`src/rtl/slave_rx_port.sv`:
```
// slave_rx_port
//   Serial receive port for a slave device. A master presents a frame LSB
//   first on two serial lines: rx_address carries ADDR_WIDTH address bits and
//   rx_data carries DATA_WIDTH data bits (writes only). A frame starts on a
//   master_valid & slave_ready handshake in IDLE. Bursts continue from
//   WAIT_BEAT with the address auto-incremented; write continuation beats
//   shift in a fresh data word, read continuation beats complete in one cycle.
//
//   Optional feature: define SLAVE_RX_PARITY_EN to append one even-parity
//   cycle (sampled on rx_data) after every beat that captured serial bits.
//   A failing parity check raises parity_err with rx_done and suppresses the
//   read/write strobes. Without the macro parity_err is tied to 0.
//
// Ports
//   clk            clock, all logic on the rising edge
//   reset          asynchronous, active-high
//   rx_address     serial address bit, LSB first
//   rx_data        serial data bit, LSB first
//   master_valid   master requests a frame / continuation beat
//   read_en        frame is a read (sampled at the IDLE handshake)
//   write_en       frame is a write (wins over read_en)
//   burst          beats per transaction, 0 behaves as 1
//   mem_busy       memory-side backpressure, blocks new handshakes only
//   slave_ready    port can accept a handshake this cycle
//   rx_done        one-cycle pulse, address/data of a beat are valid
//   address        received (or incremented) address
//   data           received data word
//   read_en_in     read strobe, coincident with rx_done
//   write_en_in    write strobe, coincident with rx_done
//   burst_counter  beats completed in the current burst
//   parity_err     parity failure on the beat flagged by rx_done
module slave_rx_port #(
  parameter int ADDR_WIDTH  = 12,
  parameter int DATA_WIDTH  = 8,
  parameter int BURST_WIDTH = 12
) (
  input  logic                   clk,
  input  logic                   reset,
  input  logic                   rx_address,
  input  logic                   rx_data,
  input  logic                   master_valid,
  input  logic                   read_en,
  input  logic                   write_en,
  input  logic [BURST_WIDTH-1:0] burst,
  input  logic                   mem_busy,
  output logic                   slave_ready,
  output logic                   rx_done,
  output logic [ADDR_WIDTH-1:0]  address,
  output logic [DATA_WIDTH-1:0]  data,
  output logic                   read_en_in,
  output logic                   write_en_in,
  output logic [BURST_WIDTH-1:0] burst_counter,
  output logic                   parity_err
);

  typedef enum logic [2:0] {
    IDLE,
    ADDR,
    WAIT_BEAT,
    DATA,
`ifdef SLAVE_RX_PARITY_EN
    PARITY,
`endif
    DONE
  } state_t;

  // State entered once the last serial bit of a beat has been sampled.
`ifdef SLAVE_RX_PARITY_EN
  localparam state_t BEAT_END = PARITY;
`else
  localparam state_t BEAT_END = DONE;
`endif

  localparam logic [ADDR_WIDTH-1:0]  FIRST_ADDR_BIT = ADDR_WIDTH'(1);
  localparam logic [DATA_WIDTH-1:0]  FIRST_DATA_BIT = DATA_WIDTH'(1);
  localparam logic [BURST_WIDTH-1:0] BURST_ONE      = BURST_WIDTH'(1);

  state_t                   state_reg, state_next;
  // One-hot pointer to the bit position sampled in the current cycle.
  logic [ADDR_WIDTH-1:0]    mask_reg, mask_next;
  logic [ADDR_WIDTH-1:0]    address_reg, address_next;
  logic [DATA_WIDTH-1:0]    data_reg, data_next;
  logic                     read_reg, read_next;
  logic                     write_reg, write_next;
  logic [BURST_WIDTH-1:0]   burst_reg, burst_next;
  logic [BURST_WIDTH-1:0]   burst_counter_reg, burst_counter_next;
  logic                     handshake;
  logic                     beat_ok;
`ifdef SLAVE_RX_PARITY_EN
  // Running XOR of every bit captured in the current beat.
  logic                     parity_acc_reg, parity_acc_next;
  logic                     parity_err_reg, parity_err_next;
`endif

  assign slave_ready = ((state_reg == IDLE) || (state_reg == WAIT_BEAT)) && !mem_busy;
  assign handshake   = master_valid & slave_ready;
  assign rx_done     = (state_reg == DONE);

`ifdef SLAVE_RX_PARITY_EN
  assign beat_ok    = ~parity_err_reg;
  assign parity_err = rx_done & parity_err_reg;
`else
  assign beat_ok    = 1'b1;
  assign parity_err = 1'b0;
`endif

  assign read_en_in    = rx_done & read_reg & beat_ok;
  assign write_en_in   = rx_done & write_reg & beat_ok;
  assign address       = address_reg;
  assign data          = data_reg;
  assign burst_counter = burst_counter_reg;

  always_ff @(posedge clk or posedge reset) begin
    if (reset) begin
      state_reg         <= IDLE;
      mask_reg          <= '0;
      address_reg       <= '0;
      data_reg          <= '0;
      read_reg          <= 1'b0;
      write_reg         <= 1'b0;
      burst_reg         <= '0;
      burst_counter_reg <= '0;
`ifdef SLAVE_RX_PARITY_EN
      parity_acc_reg    <= 1'b0;
      parity_err_reg    <= 1'b0;
`endif
    end else begin
      state_reg         <= state_next;
      mask_reg          <= mask_next;
      address_reg       <= address_next;
      data_reg          <= data_next;
      read_reg          <= read_next;
      write_reg         <= write_next;
      burst_reg         <= burst_next;
      burst_counter_reg <= burst_counter_next;
`ifdef SLAVE_RX_PARITY_EN
      parity_acc_reg    <= parity_acc_next;
      parity_err_reg    <= parity_err_next;
`endif
    end
  end

  always_comb begin
    state_next         = state_reg;
    mask_next          = mask_reg;
    address_next       = address_reg;
    data_next          = data_reg;
    read_next          = read_reg;
    write_next         = write_reg;
    burst_next         = burst_reg;
    burst_counter_next = burst_counter_reg;
`ifdef SLAVE_RX_PARITY_EN
    parity_acc_next    = parity_acc_reg;
    parity_err_next    = parity_err_reg;
`endif

    case (state_reg)
      IDLE: begin
        if (handshake) begin
          address_next = (address_reg & ~FIRST_ADDR_BIT) | (FIRST_ADDR_BIT & {ADDR_WIDTH{rx_address}});
          if (write_en)
            data_next = (data_reg & ~FIRST_DATA_BIT) | (FIRST_DATA_BIT & {DATA_WIDTH{rx_data}});
          // Both strobes requested: the frame is a write.
          read_next          = read_en & ~write_en;
          write_next         = write_en;
          burst_next         = (burst == '0) ? BURST_ONE : burst;
          burst_counter_next = '0;
          mask_next          = FIRST_ADDR_BIT << 1;
`ifdef SLAVE_RX_PARITY_EN
          parity_acc_next    = rx_address ^ (write_en & rx_data);
          parity_err_next    = 1'b0;
`endif
          state_next = (ADDR_WIDTH == 1) ? BEAT_END : ADDR;
        end
      end

      ADDR: begin
        address_next = (address_reg & ~mask_reg) | (mask_reg & {ADDR_WIDTH{rx_address}});
        // Data bits ride alongside the first DATA_WIDTH address bits.
        if (write_reg)
          data_next = (data_reg & ~mask_reg[DATA_WIDTH-1:0]) |
                      (mask_reg[DATA_WIDTH-1:0] & {DATA_WIDTH{rx_data}});
`ifdef SLAVE_RX_PARITY_EN
        parity_acc_next = parity_acc_reg ^ rx_address ^
                          (write_reg & (|mask_reg[DATA_WIDTH-1:0]) & rx_data);
`endif
        mask_next = mask_reg << 1;
        if (mask_reg[ADDR_WIDTH-1])
          state_next = BEAT_END;
      end

      WAIT_BEAT: begin
        if (handshake) begin
          address_next = address_reg + FIRST_ADDR_BIT;
`ifdef SLAVE_RX_PARITY_EN
          parity_err_next = 1'b0;
`endif
          if (write_reg) begin
            data_next = (data_reg & ~FIRST_DATA_BIT) | (FIRST_DATA_BIT & {DATA_WIDTH{rx_data}});
            mask_next = FIRST_ADDR_BIT << 1;
`ifdef SLAVE_RX_PARITY_EN
            parity_acc_next = rx_data;
`endif
            state_next = (DATA_WIDTH == 1) ? BEAT_END : DATA;
          end else begin
            // Read continuation carries no serial payload.
            state_next = DONE;
          end
        end
      end

      DATA: begin
        data_next = (data_reg & ~mask_reg[DATA_WIDTH-1:0]) |
                    (mask_reg[DATA_WIDTH-1:0] & {DATA_WIDTH{rx_data}});
`ifdef SLAVE_RX_PARITY_EN
        parity_acc_next = parity_acc_reg ^ rx_data;
`endif
        mask_next = mask_reg << 1;
        if (mask_reg[DATA_WIDTH-1])
          state_next = BEAT_END;
      end

`ifdef SLAVE_RX_PARITY_EN
      PARITY: begin
        // Even parity: captured bits XOR parity bit must be zero.
        parity_err_next = parity_acc_reg ^ rx_data;
        state_next      = DONE;
      end
`endif

      DONE: begin
        state_next = (burst_counter_reg < burst_reg) ? WAIT_BEAT : IDLE;
      end

      default: state_next = IDLE;
    endcase

    // The beat count becomes visible in the same cycle as rx_done.
    if ((state_next == DONE) && (state_reg != DONE))
      burst_counter_next = burst_counter_next + BURST_ONE;
  end

endmodule

```
`config.mk`:
```
export PLATFORM = sky130hd
export DESIGN_NAME = slave_rx_port
export DESIGN_NICKNAME = d
export VERILOG_FILES = /design/src/rtl/slave_rx_port.sv
export SDC_FILE = /design/constraint.sdc
export NUM_CORES = 1
export LEC_CHECK = 0
export ABC_CLOCK_PERIOD_IN_PS = 2600
export BUFFER_PORTS_ARGS = -buffer_cell sky130_fd_sc_hd__buf_2
export CAP_MARGIN = 20
export CELL_PAD_IN_SITES_DETAIL_PLACEMENT = 1
export CELL_PAD_IN_SITES_GLOBAL_PLACEMENT = 1
export CORE_AREA = 2 2 90 92
export CTS_BUF_LIST = sky130_fd_sc_hd__clkbuf_8
export CTS_CLUSTER_DIAMETER = 80
export DETAILED_ROUTE_END_ITERATION = 10
export DIE_AREA = 0 0 92 94
export PLACE_DENSITY_LB_ADDON = 0.1
export RECOVER_POWER = 50
export SYNTH_ARGS = -nofsm -noshare
export SYNTH_HDL_FRONTEND = slang
export SYNTH_SLANG_ARGS = --single-unit
```
`constraint.sdc`:
```
create_clock -name clk -period 2.6 [get_ports clk]
set_input_delay 0.52 -clock clk [delete_from_list [all_inputs] [get_ports clk]]
set_output_delay 0.52 -clock clk [all_outputs]
set_load 0.01 [all_outputs]
```
# Yosys cells after proc, flatten, opt, wreduce, memory -nomap -nowiden
# Index checks and enable logic that the tools add are counted.
[word_totals]
word_cells = 75
ram_bits = 0
out_inout_bits = 37
mem_count = 0
input_bits = 20
rom_bits = 0
latchBits = 0
reg_bits = 61
[classes]
shifts = 0
n_lt_le_gt_ge = 1
mul = 0
eq_ne = 11
mux = 24
div = 0
reduce_logical = 14
bitwise = 15
n_addsub = 2
[ops]
columns = ["cell", "n"]
rows = [
  ["2-to-1 mux 12 bit", 9],
  ["case mux 12 bit (3 select lines)", 2],
  ["2-to-1 mux 8 bit", 5],
  ["case mux 8 bit (4 select lines)", 1],
  ["adder 12 x 1 -> 12 bit (second input constant)", 2],
  ["bitwise AND 12 bit", 2],
  ["bitwise AND 8 bit", 2],
  ["2-to-1 mux 3 bit", 5],
  ["case mux 3 bit (5 select lines)", 1],
  ["logical NOT 12 bit", 1],
  ["< comparator 12 bit", 1],
  ["inverter 12 bit", 1],
  ["bitwise OR 12 x 1 -> 12 bit", 1],
  ["bitwise OR 12 bit", 1],
  ["!= test 2 bit (second input constant)", 5],
  ["inverter 8 bit", 1],
  ["bitwise OR 8 x 1 -> 8 bit", 1],
  ["bitwise OR 8 bit", 1],
  ["== test 3 x 2 -> 1 bit (second input constant)", 2],
  ["== test 3 bit (second input constant)", 2],
  ["AND reduction 6 bit", 1],
  ["nonzero test 3 bit", 2],
  ["bitwise AND 1 bit", 4],
  ["AND reduction 4 bit", 1],
  ["other kinds (12)", 13],
]

# Longest topological paths before layout
[depth]
depth_word = 9
depth_mapped = 10
depth_no_buf = 8

# Least setup slack after synthesis
# No wires, ideal clock.
[synth_path]
kind = "reg-to-reg"
startpoint = "reg state_reg[2]"
endpoint = "reg burst_counter_reg[8] (netlist: burst_counter[8])"
synth_period_minus_slack_ns = 2.089
path_buffers = 2
t_arrival_ns = 1.968
path_stages_with_launch = 11
setup_time_ns = 0.121
required_ns = 2.479
slack_ns = 0.511
cell_sequence = "dfrtp_1 buf_6 or4b_4 buf_6 nor2_4 nor2b_1 ha_1 o2111ai_4 nor3b_2 xnor2_1 nor2_1"
[synth_between]
elab_chain_len = 9
elab_cells_between_ends = 20
cone_classes = "add/sub: 1; eq/ne: 6; mux: 8; bitwise: 1; reduce/logical: 4"
[synth_lines]
columns = ["element", "line_no", "rtl"]
rows = [
  ["start: declaration", "78", "state_t state_reg, state_next;"],
  ["start signal: assignment", "128", "state_reg <= state_next;"],
  ["parallel branches: the longest is 8 deep, another holds adder 12 x 1 -> 12 bit", "-", ""],
  ["2-to-1 mux 12 bit *", "239", "if ((state_next == DONE) && (state_reg != DONE))"],
  ["net burst_counter_next[8]", "86", "logic [BURST_WIDTH-1:0] burst_counter_reg, burst_counter_next;"],
  ["end signal: assignment", "135", "burst_counter_reg <= burst_counter_next;"],
  ["end: declaration", "86", ""],
]
# Mark *: on every way through the listed nets, which the timed path passes.
# A chain may end at the register's enable or synchronous reset.

# Final worst setup path
[layout_path]
startpoint = "reg state_reg[1]"
endpoint = "out read_en_in"
[layout_between]
elab_chain_len = 2
[layout_lines]
columns = ["element", "line_no", "rtl"]
rows = [
  ["== test 3 bit", "97", "assign rx_done = (state_reg == DONE);"],
  ["bitwise AND 1 bit", "107", "assign read_en_in = rx_done & read_reg & beat_ok;"],
  ["end: declaration", "50", "output logic read_en_in,"],
]
# Every way passes these cells.

==> flow_summary.ini <==
[outcome]
outcome = complete, no violations

[sta]
hold_violations = 0
fin_crit_ns = 2.35
setup_viol = 0
worst_slew_pin_slew_ns = 1.27
clock_skew_ns = 0.00884
fmax_mhz = 425
finalSetupTns_ns = 0
relSlewSlack_pct = 15.6
layout_setup_ws_ns = 0.245
min_period_over_period_pct = 90.6
hold-worst-slack_ns = 0.147
rsz0062_at_grt = no
report.final.slew_viol_count = 0

[die]
pin_count = 57
die-area_um2 = 8650
start_util_pct = 43.2
row_count = 32
core_um2 = 7610
die_h_um = 94
fp.dieW_um = 92

[setup_path]
worst-path-max-fanout = 10
r2r_slack_ns = 0.43
crit_path_max_incr_delay_ns = 0.48
end_kind = primary output
path_cells = buf_4 > or3_1 > inv_1 > and2_1 > buf_2
cp-start-kind = flip-flop
cp.required_ns = 2.08
cp_data_arrival_time_ns = 1.83
path_class = flip-flop to primary output
critPathSlowestCell = dfrtp_1

[logic_synthesis]
yosysTopAreaCell = dfrtp_1
synthSimpleGateAreaFrac_pct = 17.9
synthXorXnorAreaFrac_pct = 3.73
synthMuxAreaShare_pct = 4.57
synthAdderAreaFrac_pct = 4.95
yosysUniqueCellTypes = 51
synth_edf_count = 0
seq_area_frac_synth_pct = 45.7
ys_seq_elements = 60
postSynthAreaPerCell_um2 = 9.41
synth_fp_nets = 382
synthesis.area_um2 = 3290
synth.area.top_cells = dfrtp_1 46%, o21ai_0 5.6%, ha_1 5.0%, nand2_1 4.9%, nor2_1 2.9%
synth_top_family_by_area = simple AND/OR/NAND/NOR gates
yosysTopAreaCellShare_pct = 45.7
synthCells = 349
async_flop_share_pct = 100
synth_ff_type = dfrtp_1
synth_compound_area_share_pct = 17.4
yosys_warnings = 0

[grt]
grt_pass1_vias = 2931
track_usage_pct = 21.6
grt_pass1_wl_mm = 14.5
grt-ovfl-total = 0
antenna_found_initial = 0
grt_max_degree = 52

[routing]
num_vias = 2827
drc = 0
ant_nets = 0
drt_iter0_drc = 115
vias_per_cell = 5.53
wire_per_inst_um = 16.5
drt-pass1-iter-count = 4
finalWirelength_mm = 8.45

[clocking]
cts_made_buffers = 9
h-tree-depth = 3
postCtsSetupBuffers = 0
clkSinkCount = 60
clock_path_buffers = 2
clock_latency_ns = 0.35
cts_tree = done
cts.clk_slew.worst_paths_ns = 0.07
cts_resized = 0
cts.root.buffer_cell = clkbuf_8
cts_hold_buffers = 0

[power_and_ir_drop]
intPower_uw = 2360
seq_power_share_pct = 39.7
clkPwrFrac_pct = 20.8
p_sw_uw = 1680
power.density_nw_per_um2 = 1060
switching_share_pct = 41.6
vdd_drop_max_v = 0.000407
combPwrFrac_pct = 39.5
p_leak_uw = 0.00171

[finish]
nets = 438
drive_above_1_share_pct = 19.6
postLayoutCellArea_um2 = 3810
area_delta_synth_final_pct = 16.1
diodes = 0
post-route-util_pct = 50.1

[placed_design]
portBuffers = 55
place_area_um2 = 3660
place_congestion = 0.821
hpwl_mm = 6.15
pre_cts_slack_ns = 0.343

[job]
cap_violations = 0

[min_path]
min_path_type = input port to asynchronous set/reset pin
metal layers:
layer / vias to the layer above / part of all wire, % / GRT usage [%]
met5: - / 0 / 0
met4: 0 / 2.1 / 9.20
met3: 19 / 3.5 / 3.69
met2: 62 / 49 / 37.4
met1: 1412 / 45 / 26.7
li1: 1334 / - / -
layout by cell type, fill, tap and decap left out, types with 5 or more instances in the layout:
cell type and instances:
inv_1 21, a22o_1 9, nand2_1 43, ha_1 13
clkbuf_1 18, nor3_1 7, nor2_1 25, nand3_1 10
a21oi_1 14, buf_2 37, clkbuf_8 10, xnor2_1 8
a31oi_1 5, o21ai_0 37, mux2i_1 6, dfrtp_1 60
buf_4 8, xor2_1 6, mux2_2 8
through the flow:
| step | total power (uW) | cells |
|---|---|---|
| final | 4040 | 511 |
| after CTS | 4120 | 511 |
| after detailed placement | 3260 | 496 |
| after global routing | 4380 | 511 |
| after global placement | 3190 | 496 |
| after floorplan | 2700 | 349 |
Yosys cell counts, drive strengths merged (2+ instances only):
library cell	count
a21oi	15
a22o	9
a22oi	4
a31oi	5
and2	3
and4	2
buf	12
clkbuf	7
dfrtp	60
ha	13
inv	21
mux2	8
mux2i	6
nand2	43
nand2b	3
nand3	10
nand4	3
nor2	26
nor2b	4
nor3	10
nor4	4
o2111ai	2
o21ai	43
o32a	4
or2	2
or3	3
xnor2	8
xor2	6
area by class of cell:
| cell class | count | area [um2] |
|---|---|---|
| fill | 907 | 3790 |
| multi-input combinational | 249 | 1600 |
| sequential | 60 | 1500 |
| timing repair buffer | 64 | 318 |
| clock buffer | 10 | 138 |
| tap | 102 | 128 |
| inverter | 21 | 78.8 |
| clock inverter | 5 | 52.6 |
power by group through the flow:
stage,Clock (uW),Sequential (uW),Combinational [uW]
after detailed placement,0,1620,1640
final,840,1600,1600
after global routing,906,1660,1810
after floorplan,0,1560,1140
after global placement,0,1600,1590
after CTS,863,1600,1650
critical path, delay by kind of cell (launching register included):
kind | cells | cell delay (ns)
buffers and inverters | 3 | 0.46
DFF | 1 | 0.48
and+or+nand+nor | 2 | 0.54
kinds of logic (layout without fill, tap and decap cells):
logic type                 count (synthesis)  count (layout)
xor gates and xnor gates                  14              14
adders and majority gates                 13              13
other                                      1               1
and+or+nand+nor                          118             118
buffers and inverters                     40             100
DFF                                       60              60
muxes                                     14              14
AOI/OAI and AO/OA                         89              89
path summary, 6_finish.rpt:
path / start / depth (start not counted) / endpoint
min in group clk: burst[7] / 3 / burst_reg[7]$_DFFE_PP0P_
min reg2reg: read_reg$_DFFE_PP0P_ / 2 / read_reg$_DFFE_PP0P_
min: reset / 2 / address[8]$_DFFE_PP0P_
max: state_reg[1]$_DFF_PP0_ / 5 / read_en_in
max reg2reg: state_reg[0]$_DFF_PP0_ / 8 / burst_counter[8]$_DFF_PP0_
max in group asynchronous: reset / 3 / mask_reg[5]$_DFFE_PP0P_
Power figures use the tool's default switching activity.
